## src/rtl/branch_tag_alloc.sv

```systemverilog
// Branch-tag allocator: hands out one-hot branch tags, tracks their age order,
// and broadcasts the squash set (resolved tag plus younger) on a mispredict.
module branch_tag_alloc #(
    parameter int WIDTH_BRM = 4
) (
    input  logic                 i_clk,
    input  logic                 i_rst_n,
    input  logic                 i_alloc_req,
    output logic                 o_alloc_ack,
    output logic [WIDTH_BRM-1:0] o_alloc_tag,
    output logic                 o_full,
    output logic [WIDTH_BRM-1:0] o_brmask,
    input  logic                 i_resolve_valid,
    input  logic [WIDTH_BRM-1:0] i_resolve_tag,
    input  logic                 i_resolve_kill,
    output logic                 o_kill_valid,
    output logic [WIDTH_BRM-1:0] o_kill_mask
);

    typedef enum logic {
        RUN   = 1'b0,
        FLUSH = 1'b1
    } state_e;

    state_e                              state_q, state_d;
    logic [WIDTH_BRM-1:0]                busy_q, busy_d;
    logic [WIDTH_BRM-1:0][WIDTH_BRM-1:0] dep_q, dep_d;
    logic                                kill_valid_q, kill_valid_d;
    logic [WIDTH_BRM-1:0]                kill_mask_q, kill_mask_d;

    logic [WIDTH_BRM-1:0] free_tag;
    logic [WIDTH_BRM-1:0] kill_set;
    logic                 full;
    logic                 resolve_hit;
    logic                 grant;

    assign full        = &busy_q;
    assign resolve_hit = i_resolve_valid & $onehot(i_resolve_tag) & (|(i_resolve_tag & busy_q));
    assign grant       = i_alloc_req & ~full & (state_q == RUN) & ~(i_resolve_valid & i_resolve_kill);

    // Lowest-index free tag; descending scan so the lowest index wins.
    always_comb begin
        free_tag = '0;
        for (int i = WIDTH_BRM - 1; i >= 0; i--) begin
            if (!busy_q[i]) begin
                free_tag    = '0;
                free_tag[i] = 1'b1;
            end
        end
    end

    // Squash set: the resolved tag plus every tag whose row marks it as older.
    always_comb begin
        kill_set = i_resolve_tag;
        for (int j = 0; j < WIDTH_BRM; j++) begin
            if (|(dep_q[j] & i_resolve_tag)) begin
                kill_set[j] = 1'b1;
            end
        end
    end

    always_comb begin
        busy_d       = busy_q;
        dep_d        = dep_q;
        state_d      = RUN;
        kill_valid_d = 1'b0;
        kill_mask_d  = '0;

        if (grant) begin
            busy_d = busy_d | free_tag;
            for (int t = 0; t < WIDTH_BRM; t++) begin
                if (free_tag[t]) begin
                    dep_d[t] = busy_q;
                end
            end
        end

        // Column clearing runs after the grant so a same-edge grant row is scrubbed too.
        if (resolve_hit) begin
            if (i_resolve_kill) begin
                busy_d = busy_d & ~kill_set;
                for (int r = 0; r < WIDTH_BRM; r++) begin
                    if (kill_set[r]) begin
                        dep_d[r] = '0;
                    end
                    dep_d[r] = dep_d[r] & ~kill_set;
                end
                kill_valid_d = 1'b1;
                kill_mask_d  = kill_set;
                state_d      = FLUSH;
            end else begin
                busy_d = busy_d & ~i_resolve_tag;
                for (int r = 0; r < WIDTH_BRM; r++) begin
                    dep_d[r] = dep_d[r] & ~i_resolve_tag;
                end
            end
        end
    end

    always_ff @(posedge i_clk or negedge i_rst_n) begin
        if (!i_rst_n) begin
            state_q      <= RUN;
            busy_q       <= '0;
            dep_q        <= '0;
            kill_valid_q <= 1'b0;
            kill_mask_q  <= '0;
        end else begin
            state_q      <= state_d;
            busy_q       <= busy_d;
            dep_q        <= dep_d;
            kill_valid_q <= kill_valid_d;
            kill_mask_q  <= kill_mask_d;
        end
    end

    assign o_alloc_ack  = grant;
    assign o_alloc_tag  = grant ? free_tag : '0;
    assign o_full       = full;
    assign o_brmask     = busy_q;
    assign o_kill_valid = kill_valid_q;
    assign o_kill_mask  = kill_mask_q;

endmodule

```

## config.mk

```make
export PLATFORM = sky130hd
export DESIGN_NAME = branch_tag_alloc
export DESIGN_NICKNAME = d
export VERILOG_FILES = /design/src/rtl/branch_tag_alloc.sv
export SDC_FILE = /design/constraint.sdc
export NUM_CORES = 1
export LEC_CHECK = 0
export ABC_AREA = 1
export CAP_MARGIN = 10
export CORE_ASPECT_RATIO = 0.9
export CORE_UTILIZATION = 54
export DETAILED_ROUTE_END_ITERATION = 16
export HOLD_SLACK_MARGIN = 0.06
export MAX_ROUTING_LAYER = met4
export PLACE_DENSITY = 0.83
export SLEW_MARGIN = 20
export SYNTH_ARGS = -nofsm -noshare
export SYNTH_HDL_FRONTEND = slang
export SYNTH_SLANG_ARGS = --single-unit
```

## constraint.sdc

```tcl
create_clock -name i_clk -period 2.4 [get_ports i_clk]
set_clock_uncertainty 0.1 [all_clocks]
set_input_delay 0.48 -clock i_clk [delete_from_list [all_inputs] [get_ports i_clk]]
set_output_delay 0.48 -clock i_clk [all_outputs]
set_load 0.03 [all_outputs]
```

==> results.yml <==
pwr:
  p_total_mw: 1.68
  p_leak_nw: 1.03
  vdd_drop_max_mv: 0.823
  power.density_mw_per_mm2: 1010
worst_setup_path:
  r2r_start: "o_brmask[3]"
  worst_ep_required_time_ns: 2.50
  critPathSlowestCell: "fa_1"
  crit_arrival_ns: 2.43
  cpPeakStageDelay_ns: 0.47
  crit_type: "in -> reg"
  worst_setup_path_start_kind: "primary input"
  path_cells: "clkdlybuf4s15_2, inv_2, fa_1, inv_1, ha_1, ha_1, nor2_2, nand3_2, nor2_8, nand2_4, nand2_4, nor2_1"
  crit_fanout: 8
  cp-end-kind: "flip-flop"
  cp-startpoint: "i_resolve_tag[0]"
sta:
  fmax_mhz: 430
  slew_headroom: 0.783
  layout_min_cycle_time_ns: 2.33
  hold_viol_final: 0
  hold_slack_ns: 0.397
  finalCritPeriodShare: 0.970
  setup_slack_ns: 0.0720
  slew_violations: 0
  rsz0062_at_grt: "true"
  final-setup-viol-count: 0
  tightest_slew_ns: 0.325
logic_synthesis:
  netlist_instances: 177
  ys_top_cells_by_count: "nand2_1, inv_1, nor2_1, dfrtp_1, nand3_1"
  netlist.area_leader.share: 0.430
  yosysSeqAreaShare: 0.430
  synth_cell_type_count: 18
  ys.flop_type: "dfrtp_1"
  avgSynthCellArea_um2: 6.90
  ys_ff_latch: 21
  yosysTopAreaCell: "dfrtp_1"
  synth.top_cells.by_area: "dfrtp_1, nand2_1, inv_1, nor2_1, nand3_1"
  yosysMostFrequentCell: "nand2_1"
  synth_warnings: 0
  syn_area_mm2: 0.00122
  synth_nets: 189
  synthArstFlopShare: 1.00
  synth-edff-count: 0
drt:
  postRouteAntennaNets: 0
  route.detailed.drc: 0
  firstDrtPassIters: 4
  routedWlPerCell_um: 15.5
  drt-initial-drc-count: 60
  vias_per_cell: 5.67
  num_vias: 1388
  drt_wl_total_um: 3790
clock_tree:
  cts-root-buf: "clkbuf_4"
  worstSkewPairLatency_ns: 0.31
  clock_sinks: 21
  cts_buffer_depth: 2
  clk_pin_slew_ns: 0.13
  cts_tree: "built"
  ctsHtreeMaxLevel: 1
  cts_buffers: 3
grt:
  track_usage: 0.363
  grt_use_met2: 0.610
  grt_pass1_wl_um: 6020
  use_met1: 0.406
  grt_max_degree: 22
  antenna_found_initial: 0
  busiest_layer: "met2"
  grt_overflow_total: 0
  grt_pass1_vias: 1331
  grtUsageMet3: 0.0971
flow_run:
  drv_cap: 0
finish:
  n_antenna_cell: 0
  final_cells: 245
  nNetsFinal: 233
  area_growth_pct: 37.1
  fill_cells: 144
  drive_gt1_frac: 0.223
  multi_input_area_um2: 642
  seq_area_um2: 526
  fin_util: 0.826
placement:
  place_ws_ns: -0.678
  gp_congestion: 0.896
  io_buffers: 23
  dp.cells: 239
  dp_hpwl_um: 2710
die:
  fp.dieH_um: 47.1
  die_w_um: 52.1
  die-area_mm2: 0.00246
  pin_count: 24
  initial_core_util: 0.602
  rows: 15
  coreArea_mm2: 0.00203
min_path:
  hold_class: "in -> async"
outcome:
  status: "complete, no violations"
-- final cells by class --
| type | count | area share |
|---|---|---|
| sequential | 21 | 0.314 |
| multi-input combinational | 125 | 0.383 |
| clock buffer | 3 | 0.0135 |
| inverter | 31 | 0.0695 |
| timing repair buffer | 39 | 0.198 |
| tap | 25 | 0.0187 |
| clock inverter | 1 | 0.00299 |
-- power breakdown --
part | total, mW | internal (mW) | switching [mW]
combinational | 0.925 | 0.339 | 0.585
sequential | 0.583 | 0.486 | 0.0973
clock | 0.176 | 0.0623 | 0.113
-- registers in the layout, summed over array words and instances (netlist names) --
register / flops
dep_q: 12
o_brmask: 4
o_kill_mask: 4
o_kill_valid: 1
-- cell families (layout without fill, tap and decap cells) --
logic type | after synthesis | after routing | synth area share
adders and majority gates | 3 | 3 | 0.0369
buffers and inverters | 31 | 74 | 0.0953
DFF | 21 | 21 | 0.430
and+or+nand+nor | 106 | 106 | 0.370
AOI/OAI and AO/OA | 16 | 16 | 0.0676
-- per-stage QoR --
step | area, um^2 | setup TNS (ns)
after floorplan | 1230 | 0
after global placement | 1580 | -10.88
after detailed placement | 1580 | -12.20
after CTS | 1660 | 0
after global routing | 1670 | 0
final | 1670 | 0
-- final timing paths --
check                           cells past startpoint  slack (ns)           to
worst max-delay path                               12        0.07     dep_q[9]
worst min-delay path                                2        0.40    dep_q[11]
worst max register to register                      7        0.85     dep_q[7]
worst min register to register                      2        0.48     dep_q[8]
max in group asynchronous                           2        1.57  o_brmask[3]
min in group i_clk                                  2        0.48     dep_q[8]
-- layer usage --
layer	up-vias	share of wire	routed length [um]
li1	627	-	-
met5	-	0	0
met3	21	0.10	383
met1	632	0.36	1360
met4	0	0.036	137
met2	108	0.50	1910
-- worst max-delay path: cells and delay by family --
family	cells	cell delay (ns)
buffers and inverters	3	0.27
adders and majority gates	3	0.94
and+or+nand+nor	6	0.74
-- cells in the final DEF (no fill, tap or decap) --
cell and count:
o21ai_0 6, dlymetal6s2s_1 1, a22oi_1 1, nor3_1 2
a21oi_1 9, inv_1 27, nand4_1 1, nor2_1 26
inv_2 3, buf_4 21, clkbuf_2 2, nand3_2 3
nand2_2 6, fa_1 1, nand3_1 7, clkdlybuf4s15_2 1
nand2_4 5, clkinv_1 1, nor4_1 1, clkinv_2 1
nand2_1 51, nor2_4 1, clkbuf_4 3, ha_1 2
clkdlybuf4s50_1 14, dfrtp_1 21, nor2_2 2, nor2_8 1
-- repair_timing --
item	in CTS	in global routing
gates cloned	0	0
hold buffers	0	0
gates resized for setup	21	8
pin swaps	7	7
setup buffers	2	0
endpoints found under the setup margin	21	17
endpoints found under the hold margin	0	0
No activity file was read; power rests on OpenSTA's default activity.
